--- src/rtl/ysyx_rnu_rou_queue_pkg.sv ---
// Shared rename-to-reorder definitions: top-level lane/depth values and the
// packed micro-op payload so RNU and ROU pack entries identically.
package ysyx_rnu_rou_queue_pkg;

  localparam int YSYX_RN_LANES   = 2;
  localparam int YSYX_DISP_LANES = 2;
  localparam int YSYX_RNQ_DEPTH  = 8;

  typedef struct packed {
    logic [63:0] pc;
    logic [31:0] inst;
    logic [6:0]  prd;
    logic [6:0]  prs1;
    logic [6:0]  prs2;
    logic [6:0]  old_prd;
    logic [3:0]  fu_type;
  } rnu_rou_uop_t;

  localparam int RNU_ROU_W = $bits(rnu_rou_uop_t);

endpackage

--- src/rtl/ysyx_mlane_ram.sv ---
// DEPTH x W storage with LANES_IN write ports and LANES_OUT combinational
// read ports; all addresses arrive already reduced modulo DEPTH.
module ysyx_mlane_ram #(
  parameter int W         = 128,
  parameter int DEPTH     = 8,
  parameter int LANES_IN  = 2,
  parameter int LANES_OUT = 2,
  localparam int AW       = $clog2(DEPTH)
) (
  input  logic                    clock,
  input  logic [LANES_IN-1:0]     we,
  input  logic [LANES_IN*AW-1:0]  waddr,
  input  logic [LANES_IN*W-1:0]   wdata,
  input  logic [LANES_OUT*AW-1:0] raddr,
  output logic [LANES_OUT*W-1:0]  rdata
);

  logic [W-1:0] mem [DEPTH];

  // Array is intentionally not reset; validity is tracked by the pointers.
  always_ff @(posedge clock) begin
    for (int i = 0; i < LANES_IN; i++) begin
      if (we[i]) mem[waddr[i*AW +: AW]] <= wdata[i*W +: W];
    end
  end

  for (genvar r = 0; r < LANES_OUT; r++) begin : g_rd
    assign rdata[r*W +: W] = mem[raddr[r*AW +: AW]];
  end

endmodule

--- src/rtl/ysyx_rnu_rou_queue.sv ---
// Multi-lane in-order queue between rename and reorder: up to LANES_IN pushes
// and LANES_OUT pops per cycle, single-cycle flush, no bypass.
module ysyx_rnu_rou_queue
  import ysyx_rnu_rou_queue_pkg::*;
#(
  parameter int W         = RNU_ROU_W,
  parameter int DEPTH     = YSYX_RNQ_DEPTH,
  parameter int LANES_IN  = YSYX_RN_LANES,
  parameter int LANES_OUT = YSYX_DISP_LANES,
  localparam int AW       = $clog2(DEPTH),
  localparam int PW       = AW + 1,
  localparam int OW       = $clog2(LANES_OUT + 1)
) (
  input  logic                   clock,
  input  logic                   reset,
  input  logic                   flush,
  input  logic [LANES_IN-1:0]    in_valid,
  input  logic [LANES_IN*W-1:0]  in_data,
  output logic                   in_ready,
  output logic [LANES_OUT-1:0]   out_valid,
  output logic [LANES_OUT*W-1:0] out_data,
  input  logic [OW-1:0]          out_pop,
  output logic [PW-1:0]          count,
  output logic                   empty,
  output logic                   full
);

  logic [PW-1:0]          head, tail, cnt;
  logic [PW-1:0]          n_push, n_acc, n_pop;
  logic                   push_fire;
  logic [LANES_IN-1:0]    we;
  logic [LANES_IN*AW-1:0] waddr;
  logic [LANES_OUT*AW-1:0] raddr;

  always_comb begin
    n_push = '0;
    for (int i = 0; i < LANES_IN; i++) n_push = n_push + PW'(in_valid[i]);
  end

  // Ready looks only at the registered count, so no input reaches it.
  assign in_ready  = (cnt <= PW'(DEPTH - LANES_IN));
  assign push_fire = in_ready & in_valid[0] & ~flush;
  assign n_acc     = push_fire ? n_push : '0;
  assign n_pop     = PW'(out_pop);

  for (genvar i = 0; i < LANES_IN; i++) begin : g_wr
    assign we[i]               = push_fire & in_valid[i];
    assign waddr[i*AW +: AW]   = tail[AW-1:0] + AW'(i);
  end

  for (genvar i = 0; i < LANES_OUT; i++) begin : g_rd
    assign raddr[i*AW +: AW] = head[AW-1:0] + AW'(i);
    assign out_valid[i]      = (PW'(i) < cnt);
  end

  always_ff @(posedge clock or negedge reset) begin
    if (!reset) begin
      head <= '0;
      tail <= '0;
      cnt  <= '0;
    end else if (flush) begin
      head <= '0;
      tail <= '0;
      cnt  <= '0;
    end else begin
      head <= head + n_pop;
      tail <= tail + n_acc;
      cnt  <= cnt + n_acc - n_pop;
    end
  end

  ysyx_mlane_ram #(
    .W         (W),
    .DEPTH     (DEPTH),
    .LANES_IN  (LANES_IN),
    .LANES_OUT (LANES_OUT)
  ) u_ram (
    .clock (clock),
    .we    (we),
    .waddr (waddr),
    .wdata (in_data),
    .raddr (raddr),
    .rdata (out_data)
  );

  assign count = cnt;
  assign empty = (cnt == '0);
  assign full  = (cnt == PW'(DEPTH));

  // Protocol checks; the counter must always match the pointer distance.
  always_ff @(posedge clock) begin
    assert (cnt == PW'(tail - head));
    if (!flush) begin
      assert ((in_valid & (in_valid + 1'b1)) == '0);
      assert (n_pop <= PW'(LANES_OUT) && n_pop <= cnt);
    end
  end

endmodule

--- config.mk ---
export PLATFORM = sky130hd
export DESIGN_NAME = ysyx_rnu_rou_queue
export DESIGN_NICKNAME = d
export VERILOG_FILES = /design/src/rtl/ysyx_rnu_rou_queue_pkg.sv /design/src/rtl/ysyx_mlane_ram.sv /design/src/rtl/ysyx_rnu_rou_queue.sv
export SDC_FILE = /design/constraint.sdc
export NUM_CORES = 2
export LEC_CHECK = 0
export ABC_AREA = 0
export BUFFER_PORTS_ARGS = -buffer_cell sky130_fd_sc_hd__buf_2
export CORE_AREA = 10 10 325 327
export CTS_BUF_LIST = sky130_fd_sc_hd__clkbuf_4 sky130_fd_sc_hd__clkbuf_8
export CTS_CLUSTER_SIZE = 14
export DETAILED_ROUTE_END_ITERATION = 10
export DIE_AREA = 0 0 335 337
export PLACE_DENSITY = 0.86
export SLEW_MARGIN = 20
export SYNTH_ARGS = -nofsm -noshare
export SYNTH_HDL_FRONTEND = slang
export SYNTH_HIERARCHICAL = 1
export SYNTH_SLANG_ARGS = --single-unit
--- constraint.sdc ---
create_clock -name clock -period 27 [get_ports clock]
set_clock_uncertainty 0.2 [all_clocks]
set_input_delay 4.05 -clock clock [delete_from_list [all_inputs] [get_ports clock]]
set_output_delay 4.05 -clock clock [all_outputs]
set_load 0.02 [all_outputs]
==> results_dict.tcl <==
set metrics [dict create \
    ys_async_sr_fraction_pct 0.967 \
    drv_slew 0 \
    ctsResizeCount 0 \
    numCtsBuffers 173 \
    n_fill_cell 6626 \
    path_common_cell "buf_4" \
    vdd_ir_drop_max_mv 0.0647 \
    finalHoldWorstSlack_ps 566 \
    wl_per_cell_um 31.8 \
    drive_above_1_share_pct 69.9 \
    die_w_um 335 \
    multi_input_area_um2 26700 \
    vias 35000 \
    synth_edf_count 1024 \
    p_per_area_nw_per_um2 66.1 \
    max_stage_delay_ps 880 \
    ys_ff_latch 1034 \
    cpLargestDelayFamily "buffers and inverters" \
    synth_most_common_cell "mux2_2" \
    grt.overflow.total 0 \
    grt_pass1_wl_mm 240 \
    cp-startpoint "head[0]" \
    syn-cell-area_um2 58900 \
    fin_tns_setup_ps 0 \
    crit_path_top_delay_cell "buf_4" \
    max_freq_mhz 104 \
    fin_crit_sh_pct 35.5 \
    die-area_um2 113000 \
    start_util_pct 59.3 \
    whs_endpoint "count[0]" \
    stdcell_area_um2 65900 \
    worstSkewPairLatency_ps 840 \
    num_io_pins 528 \
    yosysSeqAreaShare_pct 52.7 \
    slew-limit-headroom_pct 18.9 \
    yosys-top-cells-area "edfxtp_1 (52%), mux2_2 (24%), mux4_2 (20%), buf_2 (1.2%), clkbuf_1 (0.51%)" \
    setup_viol 0 \
    min_path_cells 2 \
    synth_cells 3162 \
    crit_buf_inv 4 \
    r2r_cells 8 \
    drc 0 \
    clockRootBuffer "clkbuf_8" \
    die_h_um 337 \
    power.total_mw 4.36 \
    grt_max_degree 133 \
    vias_per_cell 6.83 \
    rsz0062_at_grt "false" \
    final_nets 3937 \
    cap_violations 0 \
    synth_common_cells "mux2_2 (1280), edfxtp_1 (1024), mux4_2 (512), buf_2 (136), clkbuf_1 (80)" \
    hold_start "count[0]" \
    cp_cell_sequence "inv_8 -> buf_4 -> buf_4 -> mux4_2 -> mux2_2 -> buf_2" \
    antenna_found_initial 57 \
    place_area_um2 62600 \
    status "finished clean" \
    hold_viol 0 \
    cts_tree "built" \
    tightest_slew_ps 1220 \
    worstPathArrival_ps 5330 \
    post_cts_buffers 0 \
    path_clk_slew_ps 50 \
    dpl.hpwl_mm 91.4 \
    postSynthAreaPerCell_um2 18.6 \
    hp-class "flip-flop to flip-flop" \
    row_count 116 \
    cp-start-kind "flip-flop" \
    synth_fp_nets 3441 \
    leakagePower_nw 22.0 \
    cts_sinks 1034 \
    globalRouteTotalUtil_pct 28.6 \
    numPortBuffers 527 \
    gp_congestion 0.807 \
    r2r_start "count[3]" \
    cts_buffer_depth 3 \
    cts-htree-levels 4 \
    grt_pass1_vias 37300 \
    critPathKind "flip-flop to output pin" \
    drt_pre_antenna_iters 6 \
    totalWireLength_mm 163 \
    ys_types 35 \
    drtIter0Drc 3570 \
    crit_fanout 79 \
    yosys_warnings 6 \
    floorplan.core_area_um2 99300 \
    fin_crit_ps 9580 \
    synth_flop_cell "edfxtp_1" \
    register_area_um2 31000 \
    yosysTopAreaCellShare_pct 52.2 \
    synth_area_leader_cell "edfxtp_1" \
    regToRegEndpoint "u_ram/mem[2][24]" \
    holdBufCountCts 0 \
    required_ps 22750 \
    area_growth_pct 12.0 \
    end_kind "output pin" \
    rrSetupSlack_ps 21400 \
    ant_nets 0 \
]
## flip-flops by register name, indices dropped and copies added, names as in the netlist
| register | flops |
|---|---|
| u_ram/mem | 1024 |
| count | 4 |
| head | 3 |
| tail | 3 |
## cell families after synthesis
logic type | share of synthesized area [%]
compound gates | 0.174
xor+xnor | 0.0744
fa+ha+maj | 0.391
buf+inv | 2.23
flops | 52.7
mux | 44.1
simple gates | 0.414
## per-layer routing
metal | vias up | track usage (%) | routed length (um)
met5 | - | 0 | 333
met4 | 50 | 12.1 | 5560
met3 | 394 | 7.20 | 16200
met2 | 1924 | 47.2 | 81500
met1 | 18200 | 35.9 | 59500
li1 | 14400 | - | -
## tightest hold or removal path: stages (launching register included)
cell,delay [ps]
dfrtp_1,450
ha_1,170
nor2b_1,110
## final cells by class
| class | count | area share (%) |
|---|---|---|
| multi-input combinational | 1862 | 40.5 |
| clock buffer | 231 | 4.33 |
| clock inverter | 80 | 0.664 |
| antenna | 38 | 0.144 |
| sequential | 1034 | 47.0 |
| tap | 1298 | 2.46 |
| inverter | 11 | 0.0740 |
| timing repair buffer | 576 | 4.82 |
## metrics by stage
step           setup WS (ps)  utilization, %  std cells
2_1_floorplan          11950               -       3162
4_1_cts                17120            66.3       5092
5_1_grt                16970            66.4       5120
6_report               17420            66.4       5130
3_5_place_dp           17780            63.0       4781
3_3_place_gp           17910            63.0       4781
## power by group
| part | internal, mW | switching [mW] | total [mW] |
|---|---|---|---|
| clock | 0.706 | 0.647 | 1.35 |
| combinational | 0.508 | 0.629 | 1.14 |
| sequential | 1.83 | 0.0379 | 1.87 |
## how the worst max path moves through the flow
stage | endpoint | slack, ps | depth (start not counted)
after floorplan | u_ram/mem[0][0] | 11950 | 4
after global placement | u_ram/mem[2][10] | 17910 | 8
after detailed placement | u_ram/mem[2][10] | 17780 | 8
after CTS | out_data[192] | 17120 | 6
after global routing | out_data[169] | 16970 | 6
final | out_data[164] | 17420 | 6
## cell usage in the layout, fill, tap and decap left out, types with 7 or more instances in the layout
cell type	n
buf_12	13
buf_2	527
buf_4	34
clkbuf_4	52
clkbuf_8	179
clkinv_1	48
clkinv_2	20
dfrtp_1	7
diode_2	38
edfxtp_1	1024
ha_1	11
inv_1	10
mux2_2	1280
mux4_2	512
nor2_1	7
Note: power is estimated with default switching activity, not from simulation.
